==> src/rtl/sys_ctrl_rx_decoder.sv <==
// sys_ctrl_rx_decoder
//   Receive-side command-frame decoder for the system controller. Parses
//   2-4 byte frames from the UART RX deserializer and issues register-file
//   write/read strobes and ALU operation requests.
//
//   Frames: AA addr data   (RF write)
//           BB addr        (RF read)
//           CC A B fun     (operands written to RF[0]/RF[1], then ALU)
//           DD fun         (ALU on current operands)
//
// Ports:
//   CLK, rst_n         clock, asynchronous active-low reset
//   RX_P_DATA/RX_D_VLD received byte and its one-cycle valid pulse
//   ALU_OUT_valid      ALU result valid, closes an ALU operation
//   RF_Address/RF_WrEn/RF_RdEn/RF_WrData  register-file access
//   ALU_FUN/ALU_EN/CLK_GATE_EN            ALU request (level)
//   Frame_Err          one-cycle pulse on rejected byte or aborted frame
//
// Build option:
//   SYS_CTRL_RX_TIMEOUT_EN  enables an inter-byte timeout of TIMEOUT_CYCLES
//                           that aborts a partial frame.
module sys_ctrl_rx_decoder #(
  parameter int DATA_WIDTH     = 8,
  parameter int ADDR_WIDTH     = 4,
  parameter int FUN_WIDTH      = 4,
  parameter int TIMEOUT_CYCLES = 4096
) (
  input  logic                  CLK,
  input  logic                  rst_n,
  input  logic [DATA_WIDTH-1:0] RX_P_DATA,
  input  logic                  RX_D_VLD,
  input  logic                  ALU_OUT_valid,
  output logic [ADDR_WIDTH-1:0] RF_Address,
  output logic                  RF_WrEn,
  output logic                  RF_RdEn,
  output logic [DATA_WIDTH-1:0] RF_WrData,
  output logic [FUN_WIDTH-1:0]  ALU_FUN,
  output logic                  ALU_EN,
  output logic                  CLK_GATE_EN,
  output logic                  Frame_Err
);

  localparam logic [DATA_WIDTH-1:0] CMD_WR    = DATA_WIDTH'(8'hAA);
  localparam logic [DATA_WIDTH-1:0] CMD_RD    = DATA_WIDTH'(8'hBB);
  localparam logic [DATA_WIDTH-1:0] CMD_ALU   = DATA_WIDTH'(8'hCC);
  localparam logic [DATA_WIDTH-1:0] CMD_ALUNO = DATA_WIDTH'(8'hDD);

  typedef enum logic [2:0] {
    IDLE, WR_ADDR, WR_DATA, RD_ADDR, OPA, OPB, FUN, ALU_EXEC
  } state_t;

  state_t                  state_q;
  logic [ADDR_WIDTH-1:0]   addr_lat_q;
  logic [ADDR_WIDTH-1:0]   rf_addr_q;
  logic                    rf_wr_q;
  logic                    rf_rd_q;
  logic [DATA_WIDTH-1:0]   rf_wdata_q;
  logic [FUN_WIDTH-1:0]    alu_fun_q;
  logic                    alu_en_q;
  logic                    gate_en_q;
  logic                    err_q;

`ifdef SYS_CTRL_RX_TIMEOUT_EN
  localparam int CNT_W = $clog2(TIMEOUT_CYCLES + 1);
  logic [CNT_W-1:0] tmo_cnt_q;
  logic             timed_state;
  assign timed_state = (state_q != IDLE) && (state_q != ALU_EXEC);
`else
  logic [31:0] unused_timeout_cfg;
  assign unused_timeout_cfg = 32'(TIMEOUT_CYCLES);
`endif

  always_ff @(posedge CLK or negedge rst_n) begin
    if (!rst_n) begin
      state_q    <= IDLE;
      addr_lat_q <= '0;
      rf_addr_q  <= '0;
      rf_wr_q    <= 1'b0;
      rf_rd_q    <= 1'b0;
      rf_wdata_q <= '0;
      alu_fun_q  <= '0;
      alu_en_q   <= 1'b0;
      gate_en_q  <= 1'b0;
      err_q      <= 1'b0;
`ifdef SYS_CTRL_RX_TIMEOUT_EN
      tmo_cnt_q  <= '0;
`endif
    end else begin
      rf_wr_q <= 1'b0;
      rf_rd_q <= 1'b0;
      err_q   <= 1'b0;

`ifdef SYS_CTRL_RX_TIMEOUT_EN
      if (RX_D_VLD || !timed_state) tmo_cnt_q <= '0;
      else                          tmo_cnt_q <= tmo_cnt_q + 1'b1;
`endif

      case (state_q)
        IDLE: begin
          if (RX_D_VLD) begin
            case (RX_P_DATA)
              CMD_WR:    state_q <= WR_ADDR;
              CMD_RD:    state_q <= RD_ADDR;
              CMD_ALU:   state_q <= OPA;
              CMD_ALUNO: state_q <= FUN;
              default:   err_q   <= 1'b1;
            endcase
          end
        end
        WR_ADDR: begin
          if (RX_D_VLD) begin
            addr_lat_q <= RX_P_DATA[ADDR_WIDTH-1:0];
            state_q    <= WR_DATA;
          end
        end
        WR_DATA: begin
          if (RX_D_VLD) begin
            rf_wr_q    <= 1'b1;
            rf_addr_q  <= addr_lat_q;
            rf_wdata_q <= RX_P_DATA;
            state_q    <= IDLE;
          end
        end
        RD_ADDR: begin
          if (RX_D_VLD) begin
            rf_rd_q   <= 1'b1;
            rf_addr_q <= RX_P_DATA[ADDR_WIDTH-1:0];
            state_q   <= IDLE;
          end
        end
        OPA: begin
          if (RX_D_VLD) begin
            rf_wr_q    <= 1'b1;
            rf_addr_q  <= '0;
            rf_wdata_q <= RX_P_DATA;
            state_q    <= OPB;
          end
        end
        OPB: begin
          if (RX_D_VLD) begin
            rf_wr_q    <= 1'b1;
            rf_addr_q  <= ADDR_WIDTH'(1);
            rf_wdata_q <= RX_P_DATA;
            state_q    <= FUN;
          end
        end
        FUN: begin
          if (RX_D_VLD) begin
            alu_fun_q <= RX_P_DATA[FUN_WIDTH-1:0];
            alu_en_q  <= 1'b1;
            gate_en_q <= 1'b1;
            state_q   <= ALU_EXEC;
          end
        end
        ALU_EXEC: begin
          // Bytes are not accepted while the ALU is busy; a byte arriving
          // together with ALU_OUT_valid is still dropped.
          if (RX_D_VLD) err_q <= 1'b1;
          if (ALU_OUT_valid) begin
            alu_en_q  <= 1'b0;
            gate_en_q <= 1'b0;
            state_q   <= IDLE;
          end
        end
        default: state_q <= IDLE;
      endcase

`ifdef SYS_CTRL_RX_TIMEOUT_EN
      // Overrides the case above only on idle cycles, so no strobe can be
      // issued in the cycle a frame is abandoned.
      if (timed_state && !RX_D_VLD &&
          tmo_cnt_q == CNT_W'(TIMEOUT_CYCLES - 1)) begin
        err_q     <= 1'b1;
        state_q   <= IDLE;
        tmo_cnt_q <= '0;
      end
`endif
    end
  end

  assign RF_Address  = rf_addr_q;
  assign RF_WrEn     = rf_wr_q;
  assign RF_RdEn     = rf_rd_q;
  assign RF_WrData   = rf_wdata_q;
  assign ALU_FUN     = alu_fun_q;
  assign ALU_EN      = alu_en_q;
  assign CLK_GATE_EN = gate_en_q;
  assign Frame_Err   = err_q;

endmodule

==> config.mk <==
export PLATFORM = sky130hd
export DESIGN_NAME = sys_ctrl_rx_decoder
export DESIGN_NICKNAME = d
export VERILOG_FILES = /design/src/rtl/sys_ctrl_rx_decoder.sv
export SDC_FILE = /design/constraint.sdc
export NUM_CORES = 1
export LEC_CHECK = 0
export CORE_AREA = 4 4 65 61
export CTS_CLUSTER_SIZE = 8
export DETAILED_ROUTE_END_ITERATION = 12
export DIE_AREA = 0 0 69 65
export PLACE_DENSITY_LB_ADDON = 0.2
export SETUP_SLACK_MARGIN = 0.2
export SYNTH_ARGS = -nofsm -noshare
export SYNTH_HDL_FRONTEND = slang
export SYNTH_SLANG_ARGS = --single-unit
export TNS_END_PERCENT = 5
==> constraint.sdc <==
create_clock -name CLK -period 1.7 [get_ports CLK]
set_input_delay 0.34 -clock CLK [delete_from_list [all_inputs] [get_ports CLK]]
set_output_delay 0.34 -clock CLK [all_outputs]
set_load 0.1 [all_outputs]
==> Word level (Yosys, flattened, before mapping) <==
Cells that the tools add are included.
{ "totals": {"output_inout_bits": 21, "elab_cells": 65, "in_bits": 12, "romBits": 0, "ff_bits": 27, "latchBits": 0, "n_memories": 0, "mem_bits_rw": 0} }
{ "op_classes": {"mux": 23, "div_mod_pow": 0, "n_mul": 0, "order_cmp": 0, "reduce_logical": 12, "bitwise": 0, "n_addsub": 0, "n_eq_ne": 21, "shift": 0} }
{ "op_table": {"columns": ["cell", "n"], "rows": [
  ["equality test 8 bit (second input constant)", 4],
  ["2-to-1 mux 3 bit", 7],
  ["one-hot mux 3 bit (7 select lines)", 1],
  ["2-to-1 mux 4 bit", 4],
  ["inequality test 2 bit (second input constant)", 8],
  ["one-hot mux 4 bit (4 select lines)", 1],
  ["equality test 3 bit (second input constant)", 4],
  ["one-hot mux 3 bit (4 select lines)", 1],
  ["AND reduction 8 bit", 1],
  ["2-to-1 mux 1 bit", 7],
  ["equality test 3 x 2 -> 1 bit (second input constant)", 2],
  ["AND reduction 2 bit", 3],
  ["inequality test 5 x 1 -> 1 bit (second input constant)", 1],
  ["AND reduction 5 bit", 1],
  ["one-hot mux 1 bit (2 select lines)", 2],
  ["nonzero test 4 bit", 1],
  ["OR reduction 4 bit", 1],
  ["equality test 3 x 1 -> 1 bit (second input constant)", 1],
  ["zero test 3 bit", 1],
  ["AND reduction 3 bit", 1],
  ["OR reduction 3 bit", 1],
  ["inequality test 2 x 1 -> 1 bit (second input constant)", 1],
  ["nonzero test 2 bit", 1],
  ["OR reduction 2 bit", 1]
]} }

==> Depth between registers and ports, before layout <==
Gate-level depths: netlist of the first run.
{ "depth": {"depth_word": 5, "depth_mapped": 5} }

==> Worst setup path after synthesis of the first run <==
No wires, ideal clock.
{ "synth_timing": {"path_kind": "reg2out", "start": "reg gate_en_q, in the netlist CLK_GATE_EN", "end": "out CLK_GATE_EN", "path_slack_ns": 0.004, "t_arrival_ns": 1.356, "n_path_buf": 1, "path_stages_with_launch": 2, "cell_sequence": "dfrtp_1 > buf_4"} }
{ "synth_rtl": {"columns": ["element", "line_no", "text"], "rows": [
  ["start, declared", "60", "logic gate_en_q;"],
  ["start signal, assigned", "83", "gate_en_q <= 1'b0;"],
  ["start signal, assigned", "151", "gate_en_q <= 1'b1;"],
  ["start signal, assigned", "161", "gate_en_q <= 1'b0;"],
  ["end, declared", "39", "output logic CLK_GATE_EN,"]
]} }
No word-level cell between the ends.

==> Worst setup path after layout of the first run <==
{ "layout_timing": {"start": "reg state_q[0]", "end": "reg state_q[1]"} }
{ "layout_via": {"elab_chain_len": 4, "elab_cells_between_ends": 19, "cone_classes": "15 x eq/ne; 1 x mux; 3 x reduce/logical"} }
{ "layout_rtl": {"columns": ["element", "line_no", "text"], "rows": [
  ["start, declared", "52", "state_t state_q;"],
  ["start signal, assigned", "75", "state_q <= IDLE;"],
  ["start signal, assigned", "102", "CMD_WR: state_q <= WR_ADDR;"],
  ["start signal, assigned", "103", "CMD_RD: state_q <= RD_ADDR;"],
  ["equality test 3 x 2 -> 1 bit", "98", "case (state_q)"],
  ["OR reduction 2 bit (no source line)", null, null],
  ["inequality test 2 x 1 -> 1 bit (no source line)", null, null],
  ["AND reduction 8 bit (no source line)", null, null]
]} }
Several ways; a longest one is shown, not always the timed one.
A chain may end at the register's enable or synchronous reset.

==> impl_table.tex, run 1 <==
\begin{tabular}{lr}
\hline
Metric & Value \\
\hline
\multicolumn{2}{l}{\textbf{Run status}} \\
Status & finished, final reports clean \\
\multicolumn{2}{l}{\textbf{Layout}} \\
Area taken by multi-input logic gates & 679.4 um2 \\
Final cell count without fillers & $\sim$210 \\
Diode insertion count for antenna repair & 0 \\
Layout Cell Area excl Fill & 2162 um2 \\
Leading cell types in the layout, fill and taps excluded & 24 x sky130\_fd\_sc\_hd\_\_dfrtp\_1, 22 x sky130\_fd\_sc\_hd\_\_buf\_12, 13 x sky130\_fd\_sc\_hd\_\_buf\_4 \\
Area taken by flip-flops and latches & 679.4 um2 \\
Fraction of final layout cells sized beyond drive strength 1 & 0.4506 \\
Most common cell after layout, fill and taps aside & sky130\_fd\_sc\_hd\_\_dfrtp\_1 \\
Final-layout fill cell count & 245 \\
Post-layout nets & 175 \\
Relative area change from synthesis to final layout & 69.74\% \\
\multicolumn{2}{l}{\textbf{Floorplanning}} \\
Site Rows & 20 \\
Total Die Area & 4485 um2 \\
Chip Width & 69 um \\
Overall die height & 65 um \\
Floorplan Core Area & 3303 um2 \\
Initial Utilization & 0.3856 \\
Top-level port count & 33 \\
\multicolumn{2}{l}{\textbf{Critical path}} \\
Required time of the critical path & 1.86 ns \\
Worst Path Max Fanout & 14 \\
RR Startpoint & state\_q[0]\$\_DFFE\_PN0P\_ \\
Crit path arrival time & 1.76 ns \\
Critical register-to-register path endpoint & state\_q[1]\$\_DFFE\_PN0P\_ \\
Worst setup EP type & flop \\
Reg2Reg Depth & 4 \\
Setup slack of the worst register-to-register path & 0.11 ns \\
Kind of launch point of the worst setup path & flop \\
CP Class & flop to flop \\
\multicolumn{2}{l}{\textbf{CTS}} \\
Maximum root-to-sink buffer count & 2 \\
Clock latency at the later pin of the worst-skew pair & roughly 0.27 ns \\
Worst-path clk slew & 0.09 ns \\
Number of CTS-inserted buffers & 3 \\
Clock tree root driver cell & sky130\_fd\_sc\_hd\_\_clkbuf\_8 \\
TritonCTS clock tree & built \\
H-tree depth & 1 \\
Cts hold-fix bufs & 0 \\
Total clock sinks & 27 \\
\multicolumn{2}{l}{\textbf{Global route}} \\
Global-route wire length before repair & 5520 um \\
Largest net degree at the start of global routing & 28 \\
Vias in the first global route & 1119 \\
Grt total ovfl & 0 \\
Number of antenna violations at the first check in global routing & 0 \\
Total global-route track usage & 0.1551 \\
\multicolumn{2}{l}{\textbf{Yosys}} \\
Per-instance average area after synthesis & approximately 11 um2 \\
Share of synthesized registers carrying an async set or reset & 1.000 \\
Area contributors post-synth & sky130\_fd\_sc\_hd\_\_dfrtp\_1 53\%, sky130\_fd\_sc\_hd\_\_mux2\_4 9.4\%, sky130\_fd\_sc\_hd\_\_mux2\_2 4.4\%, sky130\_fd\_sc\_hd\_\_o21ai\_0 3.9\%, sky130\_fd\_sc\_hd\_\_nand2\_1 3.8\% \\
Dominant combinational cell family by area after synthesis & multiplexers \\
Top flip-flop cell by instance count after synthesis & sky130\_fd\_sc\_hd\_\_dfrtp\_1 \\
Gate Count Post-Synth & between 100 and 150 \\
Area share of the leading cell type in the synthesized netlist & 0.5305 \\
Yosys synthesis warning count & 0 \\
Post-Synth XOR/XNOR Area & 0.01375 \\
Share of cell area taken by muxes after synthesis & 0.1542 \\
Count of distinct cell types in the synthesized netlist & 31 \\
Sequential element share of the synthesized area & 0.5305 \\
Adder-cell area share of the yosys netlist & 0 \\
Synthesized-area fraction occupied by ao, oa, aoi and oai cells & 0.1248 \\
EDFF count, synth & 0 \\
Post-Syn Nets & approximately 130 \\
Number of storage elements in the synthesis netlist & 27 \\
Netlist area before placement & 1274 um2 \\
Post-Synth Simple-Gate Area & 0.1287 \\
Post-synth top area cell & sky130\_fd\_sc\_hd\_\_dfrtp\_1 \\
\multicolumn{2}{l}{\textbf{Drt}} \\
Count of routing violations after the opening detailed-route iteration & between 40 and 50 \\
Drt wl/cell & 16.40 um \\
Total vias in the final route & 1053 \\
First-pass iteration count of the detailed router & 4 \\
Number of remaining DRC errors & 0 \\
Vias per inst & 5.112 \\
Remaining antenna violation count after routing & 0 \\
Total Wirelength & 3379 um \\
\multicolumn{2}{l}{\textbf{Timing}} \\
Tightest hold margin & 0.4367 ns \\
Count of final setup violators & 0 \\
Final Slew Violations & 0 \\
Fin Clk Skew & between 0.004 and 0.005 ns \\
Tightest slew margin relative to the limit & 0.7697 \\
Post-layout minimum cycle time & about 1.6 ns \\
Period Utilization, post-route & 0.9371 \\
Worst Tran Pin Value & 0.3455 ns \\
Unrepaired setup endpoints after global routing & true \\
Peak Freq & 627.7 MHz \\
Hold Fails Final Rpt & 0 \\
\multicolumn{2}{l}{\textbf{Placed design}} \\
DPL Wire Length & roughly 2300 um \\
Last weighted congestion value of the routability-driven placer & slightly below 0.8 \\
Placed Cells incl. Taps & roughly 200 \\
Number of input and output port buffers inserted & 32 \\
Total placed instance area & 1912 um2 \\
\multicolumn{2}{l}{\textbf{Hold path}} \\
Tightest Hold Check Type & input port to asynchronous set/reset pin \\
\multicolumn{2}{l}{\textbf{Job}} \\
Max-capacitance violation count & 0 \\
\hline
\end{tabular}
==> metal layers <==
| layer | GRT usage | part of all wire | up-vias |
|---|---|---|---|
| met3 | 0.04496 | 0.047 | 6 |
| met1 | 0.1897 | 0.43 | 523 |
| li1 | - | - | 495 |
| met4 | 0.05366 | 0.017 | 0 |
| met2 | 0.2619 | 0.50 | 29 |
| met5 | 0 | 0 | - |
==> registers in the layout, summed over array words and instances, names as in the netlist <==
signal and count:
RF_WrEn 1, Frame_Err 1, RF_RdEn 1, state_q 3, RF_WrData 8, RF_Address 4, CLK_GATE_EN 1, addr_lat_q 4
ALU_FUN 4
==> cell type report <==
type	count	area share
flip-flops and latches	27	0.3142
multi-input cells	77	0.3142
inverters	6	0.01042
well taps	44	0.02546
clock buffers	3	0.01910
repair buffers	48	0.3142
clock inverters	1	0.002315
==> kinds of logic (layout without fill, tap and decap cells) <==
logic type,Yosys count,in the layout
buffers and inverters,12,58
flip-flops,27,27
XOR/XNOR,2,2
AO/OA/AOI/OAI,26,27
multiplexers,15,15
AND/OR/NAND/NOR,33,33
==> cells in the mapped netlist (2+ instances only) <==
library cell                number
sky130_fd_sc_hd__buf_2           4
sky130_fd_sc_hd__nor2_1          7
sky130_fd_sc_hd__xor2_1          2
sky130_fd_sc_hd__inv_1           6
sky130_fd_sc_hd__a21oi_1         3
sky130_fd_sc_hd__o21ai_0        10
sky130_fd_sc_hd__nand3_1         4
sky130_fd_sc_hd__dfrtp_1        27
sky130_fd_sc_hd__mux2_4          8
sky130_fd_sc_hd__nand4bb_1       2
sky130_fd_sc_hd__o31ai_1         2
sky130_fd_sc_hd__mux2_2          5
sky130_fd_sc_hd__mux2i_1         2
sky130_fd_sc_hd__a31oi_1         4
sky130_fd_sc_hd__nand2_1        13
==> worst max path at each step <==
stage                      startpoint                        end  slack (ns)  cells past startpoint
2_1_floorplan  state_q[2]$_DFFE_PN0P_  addr_lat_q[0]$_DFFE_PN0P_        0.27                      3
3_3_place_gp             RX_P_DATA[2]     state_q[1]$_DFFE_PN0P_       -0.16                      5
3_5_place_dp             RX_P_DATA[2]     state_q[1]$_DFFE_PN0P_       -0.26                      5
4_1_cts        state_q[2]$_DFFE_PN0P_     state_q[0]$_DFFE_PN0P_        0.10                      5
5_1_grt        state_q[0]$_DFFE_PN0P_     state_q[1]$_DFFE_PN0P_        0.09                      4
6_report       state_q[0]$_DFFE_PN0P_     state_q[1]$_DFFE_PN0P_        0.11                      4
==> repair_timing <==
| item | 4_1_cts | 5_1_grt |
|---|---|---|
| cloned | 0 | 1 |
| gates resized for setup | 7 | 23 |
| endpoints found under the hold margin | 0 | 0 |
| setup endpoints to repair | 11 | 15 |
| setup buffers | 0 | 4 |
| pin swaps | 0 | 3 |
==> through the flow <==
stage / setup TNS, ns / setup WS [ns] / utilization
6_report: 0 / 0.1069 / 0.6545
3_5_place_dp: -1.348 / -0.2637 / 0.5788
3_3_place_gp: -1.058 / -0.1627 / 0.5788
2_1_floorplan: 0 / 0.2654 / -
5_1_grt: 0 / 0.09158 / 0.6545
4_1_cts: 0 / 0.1046 / 0.6061
==> worst max-delay path, cell delays in order (launching register included) <==
cell,delay (ns)
sky130_fd_sc_hd__dfrtp_2,0.55
sky130_fd_sc_hd__nand3_2,0.18
sky130_fd_sc_hd__mux2i_4,0.24
sky130_fd_sc_hd__o21bai_2,0.22
sky130_fd_sc_hd__o31ai_1,0.31
Power of run 1 is not shown: default switching activity piles up to over one toggle a cycle in this logic, so the estimate is an artifact.
==> run 2, diff against run 1 <==
GPL_TIMING_DRIVEN = 0   (was unset)
clock period = 1.5 ns   (was 1.7 ns; I/O delays follow)
==> run 2 against run 1 <==
Wire length down 16%. Cell count down 2.9%. Highest routed layer unchanged. Via count down 4.7%. Worst setup slack worse by 0.063 ns.
==> impl_table.tex, run 2 (synthesized netlist as in run 1, its figures left out) <==
\begin{tabular}{lr}
\hline
Metric & Value \\
\hline
\multicolumn{2}{l}{\textbf{Global route}} \\
Grt total ovfl & 0 (unchanged) \\
Met1 Track Usage GR & 0.1681 (-0.02156) \\
Global routing usage on met3 & 0.01860 (-0.02636) \\
Vias in the first global route & 1050 (-6.2\%) \\
Met2 capacity usage during global routing & 0.2357 (-0.02619) \\
Gr busiest metal & met2 \\
Global-route wire length before repair & 4981 um (-9.8\%) \\
Largest net degree at the start of global routing & 28 (unchanged) \\
Number of antenna violations at the first check in global routing & 0 (unchanged) \\
Total global-route track usage & 0.1344 (-0.02068) \\
\multicolumn{2}{l}{\textbf{Timing}} \\
Post-Route Setup TNS & 0 ns (unchanged) \\
Tightest slew margin relative to the limit & 0.5949 (-0.1747) \\
Unrepaired setup endpoints after global routing & true \\
Count of final setup violators & 0 (unchanged) \\
Period Utilization, post-route & 0.9705 \\
Fin Clk Skew & 0.003417 ns (-0.001325 ns) \\
Hold Fails Final Rpt & 0 (unchanged) \\
Final Slew Violations & 0 (unchanged) \\
Peak Freq & $\sim$690 MHz \\
Post-layout minimum cycle time & around 1.5 ns \\
Worst Tran Pin Value & 0.6076 ns (+0.2621 ns) \\
\multicolumn{2}{l}{\textbf{Floorplanning}} \\
Overall die height & 65 um (unchanged) \\
Chip Width & 69 um (unchanged) \\
Total Die Area & 4485 um2 (unchanged) \\
Initial Utilization & 0.3856 (unchanged) \\
Site Rows & 20 (unchanged) \\
Floorplan Core Area & 3303 um2 (unchanged) \\
Top-level port count & 33 (unchanged) \\
\multicolumn{2}{l}{\textbf{Job}} \\
Max-capacitance violation count & 0 (unchanged) \\
\multicolumn{2}{l}{\textbf{Drt}} \\
Total Wirelength & 2832 um (-16\%) \\
Vias per inst & 5.020 (-1.8\%) \\
Number of remaining DRC errors & 0 (unchanged) \\
First-pass iteration count of the detailed router & 4 (unchanged) \\
Remaining antenna violation count after routing & 0 (unchanged) \\
Count of routing violations after the opening detailed-route iteration & 24 (-49\%) \\
Total vias in the final route & 1004 (-4.7\%) \\
Drt wl/cell & 14.16 um (-14\%) \\
\multicolumn{2}{l}{\textbf{CTS}} \\
Worst-path clk slew & 0.09 ns (about the same) \\
Cts hold-fix bufs & 0 (unchanged) \\
Maximum root-to-sink buffer count & 2 (unchanged) \\
Number of CTS-inserted buffers & 3 (unchanged) \\
Clock latency at the later pin of the worst-skew pair & 0.27 ns (about the same) \\
Clock tree root driver cell & sky130\_fd\_sc\_hd\_\_clkbuf\_8 \\
TritonCTS clock tree & built \\
Total clock sinks & 27 (unchanged) \\
H-tree depth & 1 (unchanged) \\
\multicolumn{2}{l}{\textbf{Placed design}} \\
Last weighted congestion value of the routability-driven placer & 0.8190 (+6.5\%) \\
DPL Wire Length & 2046 um (-11\%) \\
Number of input and output port buffers inserted & 31 (-3.1\%) \\
\multicolumn{2}{l}{\textbf{Layout}} \\
Final-layout fill cell count & 338 (+38\%) \\
Fraction of final layout cells sized beyond drive strength 1 & 0.4038 (-0.04677) \\
Diode insertion count for antenna repair & 0 (unchanged) \\
Post-layout nets & 169 (-3.4\%) \\
Most common cell after layout, fill and taps aside & sky130\_fd\_sc\_hd\_\_dfrtp\_1 \\
Area taken by flip-flops and latches & 680.7 um2 (+0.18\%) \\
Area taken by multi-input logic gates & 606.8 um2 (-11\%) \\
Largest register FFs & 8 (unchanged) \\
Relative area change from synthesis to final layout & 34.87\% \\
Leading cell types in the layout, fill and taps excluded & 23 x sky130\_fd\_sc\_hd\_\_dfrtp\_1, 17 x sky130\_fd\_sc\_hd\_\_buf\_2, 12 x sky130\_fd\_sc\_hd\_\_nand2\_1 \\
\multicolumn{2}{l}{\textbf{Critical path}} \\
Standard cell with the maximum stage delay on the critical path & sky130\_fd\_sc\_hd\_\_clkdlybuf4s15\_2 \\
Kind of launch point of the worst setup path & flop \\
Gate family responsible for the most delay along the worst path & buffers and inverters \\
Crit path arrival time & 1.16 ns (-0.60 ns) \\
Delay of the slowest cell on the worst path & 0.55 ns (about the same) \\
CP Class & flop to output pin \\
Buffers and inverters on the worst path & 1 (+1) \\
Worst Path Max Fanout & 1 (-13) \\
Worst setup EP type & output pin \\
Required time of the critical path & 1.20 ns (-0.66 ns) \\
Worst path cell trace & clkdlybuf4s15\_2 \\
\multicolumn{2}{l}{\textbf{Hold path}} \\
Tightest Hold Check Type & input port to asynchronous set/reset pin \\
\multicolumn{2}{l}{\textbf{Run status}} \\
Status & finished, final reports clean \\
\hline
\end{tabular}
==> run 2: cell types whose count changed in the layout (fill, tap and decap cells not counted), moves of 2 or more <==
cell                              before  now
sky130_fd_sc_hd__buf_2                 0   17
sky130_fd_sc_hd__buf_4                13   11
sky130_fd_sc_hd__clkdlybuf4s18_2       0    2
sky130_fd_sc_hd__clkdlybuf4s50_1       6    3
sky130_fd_sc_hd__dlygate4sd2_1         1    6
sky130_fd_sc_hd__clkbuf_4              0    2
sky130_fd_sc_hd__buf_12               22    0
sky130_fd_sc_hd__a21o_4                2    0
sky130_fd_sc_hd__dlymetal6s2s_1        4    0
==> run 2: final timing paths <==
| kind | start | to | slack, ns | cells past startpoint |
|---|---|---|---|---|
| max | Frame_Err$_DFF_PN0_ | Frame_Err | 0.04 | 1 |
| min | rst_n | RF_WrData[1]$_DFFE_PN0P_ | 0.03 | 1 |
| max reg2reg | state_q[1]$_DFFE_PN0P_ | state_q[0]$_DFFE_PN0P_ | 0.08 | 3 |
| min reg2reg | ALU_FUN[3]$_DFFE_PN0P_ | ALU_FUN[3]$_DFFE_PN0P_ | 0.48 | 2 |
| max in group asynchronous | rst_n | CLK_GATE_EN$_DFFE_PN0P_ | 1.04 | 1 |
| min in group CLK | RX_D_VLD | RF_RdEn$_DFF_PN0_ | 0.36 | 3 |
==> run 2: repair_timing <==
action / in CTS / in global routing
endpoints found under the hold margin: 0 / 0
buffers inserted: 5 / 1
endpoints found under the setup margin: 71 / 43
pin swaps: 4 / 0
gates resized for setup: 117 / 10
==> run 2: layout make-up <==
cell class / instances / area share
tap: 44 / 0.03205
inverter: 6 / 0.01311
multi-input combinational: 76 / 0.3532
sequential: 27 / 0.3962
buffer: 6 / 0.02695
timing repair buffer: 37 / 0.1522
clock buffer: 4 / 0.02622
==> run 2: stage by stage <==
stage	area, um2	instances	utilization	setup slack (ns)	hold slack, ns
after floorplan	1281	115	-	0.08368	0.004409
after global placement	1647	190	0.4985	-0.4263	0.4628
after detailed placement	1647	190	0.4985	-0.4346	0.4757
after CTS	1695	199	0.5133	0.03666	0.3423
after global routing	1718	200	0.5201	0.009392	0.09102
final	1718	200	0.5201	0.04431	0.02633
==> run 2: routing by layer <==
metal	share of wire	routed length (um)
met1	0.47	1320
met3	0.031	88
met2	0.49	1381
met5	0	0
met4	0.014	41
Power of run 2 is left out for the same reason.
